--- src/rtl/core_pkg.sv ---
// Shared definitions for the pipelined RV32I core.
// Contents:
//   XLEN     - datapath width
//   ctrl_t   - decoded control bundle carried down the pipeline
//   CTRL_NOP - all-zero control bundle used for bubbles
// The control unit and the ex_mem stage import this package as well.
package core_pkg;

    localparam int XLEN = 32;

    typedef struct packed {
        logic       branch;
        logic       mr;
        logic       mwrite;
        logic       alusrc;
        logic       regwr;
        logic [1:0] aluop;
        logic [1:0] mtoreg;
        logic       jal;
        logic       jalr;
    } ctrl_t;

    localparam ctrl_t CTRL_NOP = '0;

endpackage

--- src/rtl/id_ex_stage_if.sv ---
// Bus between decode and execute.
// Signals:
//   id_*     - decoded control and operands presented by the ID stage
//   ex_*     - registered copies visible to the EX stage
//   ex_valid - EX holds a real instruction
// Modports:
//   master - drives the id_* side and observes the ex_* side
//   slave  - the ID/EX register itself
interface id_ex_stage_if;
    import core_pkg::*;

    logic            id_branch, id_mr, id_mwrite, id_alusrc, id_regwr, id_jal, id_jalr;
    logic [1:0]      id_aluop;
    logic [1:0]      id_mtoreg;
    logic [XLEN-1:0] id_pc, id_rs1_data, id_rs2_data, id_imm;
    logic [4:0]      id_rs1, id_rs2, id_rd;
    logic [2:0]      id_funct3;
    logic            id_funct7b5;

    logic            ex_valid;
    logic            ex_branch, ex_mr, ex_mwrite, ex_alusrc, ex_regwr, ex_jal, ex_jalr;
    logic [1:0]      ex_aluop;
    logic [1:0]      ex_mtoreg;
    logic [XLEN-1:0] ex_pc, ex_rs1_data, ex_rs2_data, ex_imm;
    logic [4:0]      ex_rs1, ex_rs2, ex_rd;
    logic [2:0]      ex_funct3;
    logic            ex_funct7b5;

    modport master (
        output id_branch, id_mr, id_mwrite, id_alusrc, id_regwr, id_jal, id_jalr,
               id_aluop, id_mtoreg, id_pc, id_rs1_data, id_rs2_data, id_imm,
               id_rs1, id_rs2, id_rd, id_funct3, id_funct7b5,
        input  ex_valid, ex_branch, ex_mr, ex_mwrite, ex_alusrc, ex_regwr, ex_jal, ex_jalr,
               ex_aluop, ex_mtoreg, ex_pc, ex_rs1_data, ex_rs2_data, ex_imm,
               ex_rs1, ex_rs2, ex_rd, ex_funct3, ex_funct7b5
    );

    modport slave (
        input  id_branch, id_mr, id_mwrite, id_alusrc, id_regwr, id_jal, id_jalr,
               id_aluop, id_mtoreg, id_pc, id_rs1_data, id_rs2_data, id_imm,
               id_rs1, id_rs2, id_rd, id_funct3, id_funct7b5,
        output ex_valid, ex_branch, ex_mr, ex_mwrite, ex_alusrc, ex_regwr, ex_jal, ex_jalr,
               ex_aluop, ex_mtoreg, ex_pc, ex_rs1_data, ex_rs2_data, ex_imm,
               ex_rs1, ex_rs2, ex_rd, ex_funct3, ex_funct7b5
    );

endinterface

--- src/rtl/id_ex_stage_hazard_load_use.sv ---
// hazard_load_use: combinational load-use detector.
// Ports:
//   ex_valid, ex_mr, ex_rd  - instruction currently in EX
//   id_rs1, id_rs2          - source registers of the instruction in ID
//   id_alusrc, id_mwrite    - decide whether rs2 is actually read
//   flush_i, hold_i         - suppress the stall request
//   lu                      - raw hazard, used for the bubble decision
//   stall_o                 - stall request to PC and IF/ID
// Only register indices and control bits feed this logic, so there is no
// path from operand data to the stall request.
module hazard_load_use (
    input  logic       ex_valid,
    input  logic       ex_mr,
    input  logic [4:0] ex_rd,
    input  logic [4:0] id_rs1,
    input  logic [4:0] id_rs2,
    input  logic       id_alusrc,
    input  logic       id_mwrite,
    input  logic       flush_i,
    input  logic       hold_i,
    output logic       lu,
    output logic       stall_o
);

    logic use_rs2;

    // Stores read rs2 as store data even though the ALU takes the immediate.
    assign use_rs2 = ~id_alusrc | id_mwrite;

    // x0 is never written, so a load to x0 cannot create a dependency.
    assign lu = ex_valid & ex_mr & (ex_rd != 5'd0) &
                ((ex_rd == id_rs1) | (use_rs2 & (ex_rd == id_rs2)));

    // A flush kills the dependent instruction; a hold freezes upstream already.
    assign stall_o = lu & ~flush_i & ~hold_i;

endmodule

--- src/rtl/id_ex_stage.sv ---
// id_ex_stage: ID/EX pipeline register of the RV32I core.
// Ports:
//   clk, rst_n  - rising-edge clock, asynchronous active-low reset
//   bus         - id_* inputs and registered ex_* outputs (slave modport)
//   flush_i     - branch/jump redirect, kills the ID instruction
//   hold_i      - downstream memory stall, freezes the stage
//   stall_o     - combinational load-use stall to PC and IF/ID
//   bubble_cnt  - saturating count of bubbles inserted by flush or load-use
// Update priority per edge: flush, hold, load-use, capture.
module id_ex_stage
    import core_pkg::*;
#(
    parameter int CNT_W = 16
) (
    input  logic             clk,
    input  logic             rst_n,
    id_ex_stage_if.slave     bus,
    input  logic             flush_i,
    input  logic             hold_i,
    output logic             stall_o,
    output logic [CNT_W-1:0] bubble_cnt
);

    function automatic logic [CNT_W-1:0] sat_inc(input logic [CNT_W-1:0] c);
        return (c == {CNT_W{1'b1}}) ? c : c + 1'b1;
    endfunction

    ctrl_t           id_ctrl;
    ctrl_t           ctrl_p1;
    logic            vld_p1;
    logic [XLEN-1:0] pc_p1, rs1_data_p1, rs2_data_p1, imm_p1;
    logic [4:0]      rs1_p1, rs2_p1, rd_p1;
    logic [2:0]      funct3_p1;
    logic            funct7b5_p1;
    logic [CNT_W-1:0] cnt_p1;
    logic            lu;
    logic            load_bubble;

    always_comb begin
        id_ctrl        = CTRL_NOP;
        id_ctrl.branch = bus.id_branch;
        id_ctrl.mr     = bus.id_mr;
        id_ctrl.mwrite = bus.id_mwrite;
        id_ctrl.alusrc = bus.id_alusrc;
        id_ctrl.regwr  = bus.id_regwr;
        id_ctrl.aluop  = bus.id_aluop;
        id_ctrl.mtoreg = bus.id_mtoreg;
        id_ctrl.jal    = bus.id_jal;
        id_ctrl.jalr   = bus.id_jalr;
    end

    hazard_load_use u_hazard (
        .ex_valid  (vld_p1),
        .ex_mr     (ctrl_p1.mr),
        .ex_rd     (rd_p1),
        .id_rs1    (bus.id_rs1),
        .id_rs2    (bus.id_rs2),
        .id_alusrc (bus.id_alusrc),
        .id_mwrite (bus.id_mwrite),
        .flush_i   (flush_i),
        .hold_i    (hold_i),
        .lu        (lu),
        .stall_o   (stall_o)
    );

    // Flush outranks hold; a load-use bubble only happens when not held.
    assign load_bubble = flush_i | (lu & ~hold_i);

    // ---- ID -> EX register (p1) ----
    always_ff @(posedge clk or negedge rst_n) begin
        if (!rst_n) begin
            vld_p1      <= 1'b0;
            ctrl_p1     <= CTRL_NOP;
            pc_p1       <= '0;
            rs1_data_p1 <= '0;
            rs2_data_p1 <= '0;
            imm_p1      <= '0;
            rs1_p1      <= '0;
            rs2_p1      <= '0;
            rd_p1       <= '0;
            funct3_p1   <= '0;
            funct7b5_p1 <= 1'b0;
            cnt_p1      <= '0;
        end else if (load_bubble) begin
            // Operand fields keep stale values; only control and rd are cleared.
            vld_p1  <= 1'b0;
            ctrl_p1 <= CTRL_NOP;
            rd_p1   <= 5'd0;
            cnt_p1  <= sat_inc(cnt_p1);
        end else if (!hold_i) begin
            vld_p1      <= 1'b1;
            ctrl_p1     <= id_ctrl;
            pc_p1       <= bus.id_pc;
            rs1_data_p1 <= bus.id_rs1_data;
            rs2_data_p1 <= bus.id_rs2_data;
            imm_p1      <= bus.id_imm;
            rs1_p1      <= bus.id_rs1;
            rs2_p1      <= bus.id_rs2;
            rd_p1       <= bus.id_rd;
            funct3_p1   <= bus.id_funct3;
            funct7b5_p1 <= bus.id_funct7b5;
        end
    end

    assign bus.ex_valid    = vld_p1;
    assign bus.ex_branch   = ctrl_p1.branch;
    assign bus.ex_mr       = ctrl_p1.mr;
    assign bus.ex_mwrite   = ctrl_p1.mwrite;
    assign bus.ex_alusrc   = ctrl_p1.alusrc;
    assign bus.ex_regwr    = ctrl_p1.regwr;
    assign bus.ex_aluop    = ctrl_p1.aluop;
    assign bus.ex_mtoreg   = ctrl_p1.mtoreg;
    assign bus.ex_jal      = ctrl_p1.jal;
    assign bus.ex_jalr     = ctrl_p1.jalr;
    assign bus.ex_pc       = pc_p1;
    assign bus.ex_rs1_data = rs1_data_p1;
    assign bus.ex_rs2_data = rs2_data_p1;
    assign bus.ex_imm      = imm_p1;
    assign bus.ex_rs1      = rs1_p1;
    assign bus.ex_rs2      = rs2_p1;
    assign bus.ex_rd       = rd_p1;
    assign bus.ex_funct3   = funct3_p1;
    assign bus.ex_funct7b5 = funct7b5_p1;
    assign bubble_cnt      = cnt_p1;

endmodule

--- src/flat_wrapper.sv ---
// flat-port wrapper written by rule: the top's interface ports become plain ports
module id_ex_stage_flat import core_pkg::*;
#(
    parameter int CNT_W = 16
)
  (clk, rst_n, flush_i, hold_i, stall_o, bubble_cnt, bus_id_branch, bus_id_mr, bus_id_mwrite, bus_id_alusrc, bus_id_regwr, bus_id_jal, bus_id_jalr, bus_id_aluop, bus_id_mtoreg, bus_id_pc, bus_id_rs1_data, bus_id_rs2_data, bus_id_imm, bus_id_rs1, bus_id_rs2, bus_id_rd, bus_id_funct3, bus_id_funct7b5, bus_ex_valid, bus_ex_branch, bus_ex_mr, bus_ex_mwrite, bus_ex_alusrc, bus_ex_regwr, bus_ex_jal, bus_ex_jalr, bus_ex_aluop, bus_ex_mtoreg, bus_ex_pc, bus_ex_rs1_data, bus_ex_rs2_data, bus_ex_imm, bus_ex_rs1, bus_ex_rs2, bus_ex_rd, bus_ex_funct3, bus_ex_funct7b5);
  id_ex_stage_if bus_i ();
  input  logic clk;
  input  logic rst_n;
  input  logic flush_i;
  input  logic hold_i;
  output logic stall_o;
  output logic [CNT_W-1:0] bubble_cnt;
  input wire logic [$bits(bus_i.id_branch)-1:0] bus_id_branch;
  input wire logic [$bits(bus_i.id_mr)-1:0] bus_id_mr;
  input wire logic [$bits(bus_i.id_mwrite)-1:0] bus_id_mwrite;
  input wire logic [$bits(bus_i.id_alusrc)-1:0] bus_id_alusrc;
  input wire logic [$bits(bus_i.id_regwr)-1:0] bus_id_regwr;
  input wire logic [$bits(bus_i.id_jal)-1:0] bus_id_jal;
  input wire logic [$bits(bus_i.id_jalr)-1:0] bus_id_jalr;
  input wire logic [$bits(bus_i.id_aluop)-1:0] bus_id_aluop;
  input wire logic [$bits(bus_i.id_mtoreg)-1:0] bus_id_mtoreg;
  input wire logic [$bits(bus_i.id_pc)-1:0] bus_id_pc;
  input wire logic [$bits(bus_i.id_rs1_data)-1:0] bus_id_rs1_data;
  input wire logic [$bits(bus_i.id_rs2_data)-1:0] bus_id_rs2_data;
  input wire logic [$bits(bus_i.id_imm)-1:0] bus_id_imm;
  input wire logic [$bits(bus_i.id_rs1)-1:0] bus_id_rs1;
  input wire logic [$bits(bus_i.id_rs2)-1:0] bus_id_rs2;
  input wire logic [$bits(bus_i.id_rd)-1:0] bus_id_rd;
  input wire logic [$bits(bus_i.id_funct3)-1:0] bus_id_funct3;
  input wire logic [$bits(bus_i.id_funct7b5)-1:0] bus_id_funct7b5;
  output wire logic [$bits(bus_i.ex_valid)-1:0] bus_ex_valid;
  output wire logic [$bits(bus_i.ex_branch)-1:0] bus_ex_branch;
  output wire logic [$bits(bus_i.ex_mr)-1:0] bus_ex_mr;
  output wire logic [$bits(bus_i.ex_mwrite)-1:0] bus_ex_mwrite;
  output wire logic [$bits(bus_i.ex_alusrc)-1:0] bus_ex_alusrc;
  output wire logic [$bits(bus_i.ex_regwr)-1:0] bus_ex_regwr;
  output wire logic [$bits(bus_i.ex_jal)-1:0] bus_ex_jal;
  output wire logic [$bits(bus_i.ex_jalr)-1:0] bus_ex_jalr;
  output wire logic [$bits(bus_i.ex_aluop)-1:0] bus_ex_aluop;
  output wire logic [$bits(bus_i.ex_mtoreg)-1:0] bus_ex_mtoreg;
  output wire logic [$bits(bus_i.ex_pc)-1:0] bus_ex_pc;
  output wire logic [$bits(bus_i.ex_rs1_data)-1:0] bus_ex_rs1_data;
  output wire logic [$bits(bus_i.ex_rs2_data)-1:0] bus_ex_rs2_data;
  output wire logic [$bits(bus_i.ex_imm)-1:0] bus_ex_imm;
  output wire logic [$bits(bus_i.ex_rs1)-1:0] bus_ex_rs1;
  output wire logic [$bits(bus_i.ex_rs2)-1:0] bus_ex_rs2;
  output wire logic [$bits(bus_i.ex_rd)-1:0] bus_ex_rd;
  output wire logic [$bits(bus_i.ex_funct3)-1:0] bus_ex_funct3;
  output wire logic [$bits(bus_i.ex_funct7b5)-1:0] bus_ex_funct7b5;
  assign bus_i.id_branch = bus_id_branch;
  assign bus_i.id_mr = bus_id_mr;
  assign bus_i.id_mwrite = bus_id_mwrite;
  assign bus_i.id_alusrc = bus_id_alusrc;
  assign bus_i.id_regwr = bus_id_regwr;
  assign bus_i.id_jal = bus_id_jal;
  assign bus_i.id_jalr = bus_id_jalr;
  assign bus_i.id_aluop = bus_id_aluop;
  assign bus_i.id_mtoreg = bus_id_mtoreg;
  assign bus_i.id_pc = bus_id_pc;
  assign bus_i.id_rs1_data = bus_id_rs1_data;
  assign bus_i.id_rs2_data = bus_id_rs2_data;
  assign bus_i.id_imm = bus_id_imm;
  assign bus_i.id_rs1 = bus_id_rs1;
  assign bus_i.id_rs2 = bus_id_rs2;
  assign bus_i.id_rd = bus_id_rd;
  assign bus_i.id_funct3 = bus_id_funct3;
  assign bus_i.id_funct7b5 = bus_id_funct7b5;
  assign bus_ex_valid = bus_i.ex_valid;
  assign bus_ex_branch = bus_i.ex_branch;
  assign bus_ex_mr = bus_i.ex_mr;
  assign bus_ex_mwrite = bus_i.ex_mwrite;
  assign bus_ex_alusrc = bus_i.ex_alusrc;
  assign bus_ex_regwr = bus_i.ex_regwr;
  assign bus_ex_jal = bus_i.ex_jal;
  assign bus_ex_jalr = bus_i.ex_jalr;
  assign bus_ex_aluop = bus_i.ex_aluop;
  assign bus_ex_mtoreg = bus_i.ex_mtoreg;
  assign bus_ex_pc = bus_i.ex_pc;
  assign bus_ex_rs1_data = bus_i.ex_rs1_data;
  assign bus_ex_rs2_data = bus_i.ex_rs2_data;
  assign bus_ex_imm = bus_i.ex_imm;
  assign bus_ex_rs1 = bus_i.ex_rs1;
  assign bus_ex_rs2 = bus_i.ex_rs2;
  assign bus_ex_rd = bus_i.ex_rd;
  assign bus_ex_funct3 = bus_i.ex_funct3;
  assign bus_ex_funct7b5 = bus_i.ex_funct7b5;
  id_ex_stage #(.CNT_W(CNT_W)) u_core (.clk(clk), .rst_n(rst_n), .bus(bus_i), .flush_i(flush_i), .hold_i(hold_i), .stall_o(stall_o), .bubble_cnt(bubble_cnt));
endmodule
--- config.mk ---
export PLATFORM = sky130hd
export DESIGN_NAME = id_ex_stage_flat
export DESIGN_NICKNAME = d
export VERILOG_FILES = /design/src/rtl/core_pkg.sv /design/src/rtl/id_ex_stage_if.sv /design/src/rtl/id_ex_stage_hazard_load_use.sv /design/src/rtl/id_ex_stage.sv /design/src/flat_wrapper.sv
export SDC_FILE = /design/constraint.sdc
export NUM_CORES = 1
export LEC_CHECK = 0
export ABC_AREA = 1
export CAP_MARGIN = 20
export CORE_AREA = 2 2 130 132
export DETAILED_ROUTE_END_ITERATION = 7
export DIE_AREA = 0 0 132 134
export DONT_BUFFER_PORTS = 1
export GPL_TIMING_DRIVEN = 0
export SLEW_MARGIN = 10
export SYNTH_ARGS = -nofsm -noshare
export SYNTH_HDL_FRONTEND = slang
export SYNTH_SLANG_ARGS = --single-unit
--- constraint.sdc ---
create_clock -name clk -period 2.2 [get_ports clk]
set_input_delay 0.11 -clock clk [delete_from_list [all_inputs] [get_ports clk]]
set_output_delay 0.11 -clock clk [all_outputs]
set_load 0.1 [all_outputs]
---- Word level (Yosys, flattened, before mapping) ----
Index checks and enable logic that the tools add are counted.
storage, ports and cells
  output and inout bits ................... 176
  input bits .............................. 162
  logic and storage cells ................. 49
  bits in registers ....................... 175
operators by class
  reduce and logical (&&, ||, !) cells .... 3
  $add $sub $neg .......................... 1
  bitwise logic cells ..................... 15
  eq/ne operators ......................... 4
  mux-type cells .......................... 6
operators with widths
  kind                                                    count
  two-way mux 11 bit                                      2
  adder 16 x 1 -> 16 bit (second input constant)          1
  == test 16 bit (second input constant)                  1
  == test 5 bit                                           2
  two-way mux 5 bit                                       2
  bitwise AND 1 bit                                       7
  inverter 1 bit                                          5
  nonzero test 5 bit                                      1
  AND reduction 2 bit                                     2
  OR 1 bit                                                3
  two-way mux 1 bit                                       2
  inequality test 2 x 1 -> 1 bit (second input constant)  1

---- Logic depth before layout (Yosys ltp) ----
  word-level depth ........................ 9
  depth in mapped cells ................... 12
  mapped depth without buffers ............ 11

---- Hierarchy ----
From an unflattened synthesis, not the netlist that was laid out.
unflattened totals
  cell total of the unflattened synthesis .. 881
  area, all modules ....................... 7277.0 um^2
by module, submodules not included
  module           cells each  instances  area each (um^2)  sequential area each (um^2)
  id_ex_stage      822         1          7031.7            4379.2
  hazard_load_use  59          1          245.2             0.0

---- Worst setup path before layout ----
OpenSTA, ideal clock, no wires.
  path kind ............................... register -> output
  from .................................... reg u_core.rd_p1[3], in the netlist u_core.bus.ex_rd[3]
  to ...................................... out stall_o
  stages on the path, launching flop included .. 11
  path slack .............................. -984 ps
  data arrival time ....................... 3074 ps
  required time ........................... 2090 ps
  buffers on the path ..................... 2
  path through ............................ dfrtp_1 > inv_2 > nand2_1 > nand2_1 > nor2_1 > nand3_1 > nand2_1 > nand2_2 > buf_2 > buf_2 > nor2_1
on the way
  cells in the longest elaborated chain, start to end .. 6
  elaborated cells on any way between the ends .. 9
  classes of those cells .................. eq/ne (2); bitwise (6); reduce/logical (1)
RTL lines
  item                                 line                               RTL
  start, declared                      id_ex_stage.sv:32                  logic [4:0] rs1_p1, rs2_p1, rd_p1;
  start signal, assigned               id_ex_stage.sv:99                  rd_p1 <= bus.id_rd;
  == test 5 bit                        id_ex_stage_hazard_load_use.sv:32  ((ex_rd == id_rs1) | (use_rs2 & (ex_rd == id_rs2)));
  bitwise AND 1 bit                    id_ex_stage_hazard_load_use.sv:32
  OR 1 bit                             id_ex_stage_hazard_load_use.sv:32
  bitwise AND 1 bit (*)                id_ex_stage_hazard_load_use.sv:31  assign lu = ex_valid & ex_mr & (ex_rd != 5'd0) &
  bitwise AND 1 bit (*) (2 in series)  id_ex_stage_hazard_load_use.sv:35  assign stall_o = lu & ~flush_i & ~hold_i;
  end, declared                        flat_wrapper.sv:12                 output logic stall_o;
Mark *: on every way between the ends. The rest lies on a longest branch, timed or not.

---- Worst setup path in the final report ----
Same ends and word-level chain as after synthesis.

==> summary.md <==
| Metric | Value |
|---|---|
| Status | `finished, violations left` |
| Failing checks | `hold timing, setup timing` |
| Register area | `4440 um2` |
| Internal | `5.85 mW` |
| #FFs+latches synth | `175` |
| F_max | `427 MHz` |
| PnR worst setup slack | `-0.140 ns` |
| Syn_nets | `1060` |
| Clock root cell | `clkbuf_16` |
| Clock sinks | `175` |
| Peak supply drop | `0.000535 V` |
| Core Footprint | `16300 um2` |
| Drt first pass iters | `5` |
| Clk_skew | `0.0124 ns` |
| Site row count | `47` |
| CTS tree | `yes` |
| Final hold slack | `-0.630 ns` |
| Clock tree buffer depth | `2` |
| Clock share of power | `0.285` |
| Maxcap violations | `0` |
| Crit path DAT | `2.23 ns` |
| # hold bufs at CTS | `159` |
| Die area | `17700 um2` |
| Synthesized cell area | `7790 um2` |
| Antenna violations before repair | `0` |
| Final setup fails | `1` |
| Multi-input gate area | `2980 um2` |
| Synth warn | `0` |
| Die Height | `134 um` |
| Mapped Cells | `897` |
| Switch share | `0.465` |
| RSZ-0062 raised after global routing | `true` |
| GR Overflow Total | `0` |
| Post-placement cell area | `8080 um2` |
| Fin. Hold Viols | `175` |
| Final Cycle Share | `1.06` |
| Data required time at the worst endpoint | `2.09 ns` |
| Vias | `7471` |
| CTS clk-pin slew, worst paths | `0.07 ns` |
| Vias per cell | `5.71` |
| Leak pwr | `5.12 nW` |
| Die width | `132 um` |
| Most frequent cells in the layout | `nand2_1, nand4_1, dlygate4sd3_1` |
| Initial Util | `0.478` |
| Largest net degree at the start of global routing | `176` |
| Slew margin rel. | `0.331` |
| Worst setup EP type | `output port` |
| Pwr dens | `1050 nW/um2` |
| Unique masters post-synth | `22` |
| H-Tree Level Count | `4` |
| GP Congestion | `0.888` |
| Tmin final | `2.34 ns` |
| ANT cells | `0` |
| Routed len/inst | `20.1 um` |
| DRT iter0 DRCs | `546` |
| Seq/Total Area, Yosys | `0.562` |
| Final instance area | `10400 um2` |
| Antenna-violating nets left | `0` |
| Setup crit start kind | `register` |
| Area Growth Syn to Fin | `34.0%` |
| Comb power frac | `0.090` |
| Fillers | `1327` |
| Residual DRC | `0` |
| IO Count | `338` |
| GRT Resource Usage Total | `0.299` |
| Tightest Pin Transition | `1.00 ns` |
| Share of cells above drive strength 1 | `0.106` |
| Final net count | `1239` |
| First-pass GRT wire length | `41.5 mm` |
| Worst-path maximum fanout | `5` |
| NetSw | `5.09 mW` |
| Commonest non-fill, non-tap cell in the layout | `nand2_1` |
| Worst-Skew Late Latency | `0.43 ns` |
| Max-slew violation count | `0` |
| Part of the power in registers | `0.626` |
| Dpl ws | `-0.252 ns` |
| DP HPWL | `17.4 mm` |
| Number of buffers created by CTS | `17` |
| Hold WC Path Type | `in2async` |
| Critical path class | `reg2out` |
| Average size of a mapped cell | `8.68 um2` |
| Vias in the first global route | `7652` |
| PortBufs | `0` |
| Post-Route WL | `26.3 mm` |
what timing repair did:
item,CTS,global route
hold endpoints to repair,333,175
pin swaps,4,8
buffers inserted,2,0
resized for setup,27,34
setup endpoints to repair,17,156
per-stage QoR:
| step | total power, mW | util | TNS (ns) | cells |
|---|---|---|---|---|
| 3_3_place_gp | 7.53 | 0.496 | -2.14 | 1117 |
| 4_1_cts | 10.9 | 0.635 | -0.179 | 1308 |
| 6_report | 10.9 | 0.641 | -0.140 | 1308 |
| 2_1_floorplan | 7.28 | - | 0 | 897 |
| 5_1_grt | 11.3 | 0.641 | -1.20 | 1308 |
| 3_5_place_dp | 7.57 | 0.496 | -3.22 | 1117 |
worst paths after layout:
kind | depth (start not counted) | slack [ns] | endpoint | start
max reg2reg | 12 | 0.08 | u_core.bus.ex_imm[2]$_DFFE_PN0P_ | u_core.bus.ex_rd[3]$_DFFE_PN0P_
max | 8 | -0.14 | stall_o | u_core.bus.ex_rd[3]$_DFFE_PN0P_
min reg2reg | 2 | 0.81 | u_core.bubble_cnt[15]$_DFFE_PN0P_ | u_core.bubble_cnt[15]$_DFFE_PN0P_
min | 0 | -0.63 | u_core.bubble_cnt[11]$_DFFE_PN0P_ | rst_n
max in group asynchronous | 0 | 2.59 | u_core.bus.ex_rs1_data[27]$_DFFE_PN0P_ | rst_n
min in group clk | 4 | 0.12 | u_core.bubble_cnt[0]$_DFFE_PN0P_ | flush_i
routing by layer:
metal  global-route usage  part of all wire  vias to the layer above
met5                    0                 0                        -
met4                0.124             0.030                        0
met3               0.0986             0.091                       76
met2                0.512              0.51                      402
met1                0.346              0.37                     3603
li1                     -                 -                     3390
synth_stat cells:
cell / number / area, um2
ha_1: 1 / 12.5
buf_4: 1 / 7.51
clkbuf_1: 36 / 135
inv_1: 19 / 71.3
xnor2_1: 5 / 43.8
xor2_1: 8 / 70.1
inv_2: 6 / 22.5
nand3_2: 2 / 20.0
nor2_1: 16 / 60.1
nor3_1: 6 / 30.0
clkinv_1: 1 / 3.75
nand2_4: 1 / 11.3
dfrtp_1: 175 / 4380
buf_2: 26 / 130
nand2_2: 3 / 18.8
nor4_1: 1 / 6.26
buf_6: 10 / 113
buf_1: 2 / 7.51
nand2_1: 375 / 1410
nand3_1: 25 / 125
nor2_2: 1 / 6.26
nand4_1: 177 / 1110
power groups by stage:
stage                     registers (mW)  clock network (mW)  logic (mW)
after floorplan                     6.72                   0       0.560
after global placement              6.87                   0       0.660
after detailed placement            6.87                   0       0.696
after CTS                           6.83                3.15       0.939
after global routing                6.90                3.30        1.11
final                               6.85                3.12       0.983
final cells by class:
cell class,instances,share of cell area
Buffer,74,0.0415
Clock buffer,19,0.0424
Clock inverter,12,0.0152
Inverter,26,0.00983
Multi-Input combinational cell,621,0.286
Sequential cell,175,0.425
Tap cell,220,0.0264
Timing Repair Buffer,161,0.154
worst max-delay path, stage by stage, from the launching register on:
cell,delay (ns)
dfrtp_4,0.64
nand2_1,0.12
nand2_1,0.06
nor2_1,0.12
nand3_1,0.10
nand2_2,0.09
nand2_4,0.06
buf_12,0.12
nor2_4,0.47
cells by family (layout without fill, tap and decap cells):
kind of cell | Yosys count | count (layout) | share of synthesized area
adder cells (fa/ha/maj) | 1 | 1 | 0.00161
buffers and inverters | 101 | 292 | 0.0630
AND/OR/NAND/NOR | 607 | 607 | 0.359
flip-flops | 175 | 175 | 0.562
XOR/XNOR | 13 | 13 | 0.0146
registers in the layout (all words and copies together), names as in the netlist, 2 cells and up:
| signal | flops |
|---|---|
| u_core.bus.ex_rs1_data | 32 |
| u_core.bus.ex_aluop | 2 |
| u_core.bus.ex_funct3 | 3 |
| u_core.bus.ex_mtoreg | 2 |
| u_core.bus.ex_pc | 32 |
| u_core.bus.ex_rs1 | 5 |
| u_core.bus.ex_rd | 5 |
| u_core.bus.ex_imm | 32 |
| u_core.bus.ex_rs2_data | 32 |
| u_core.bubble_cnt | 16 |
| u_core.bus.ex_rs2 | 5 |
No activity file was read; power rests on OpenSTA's default activity.
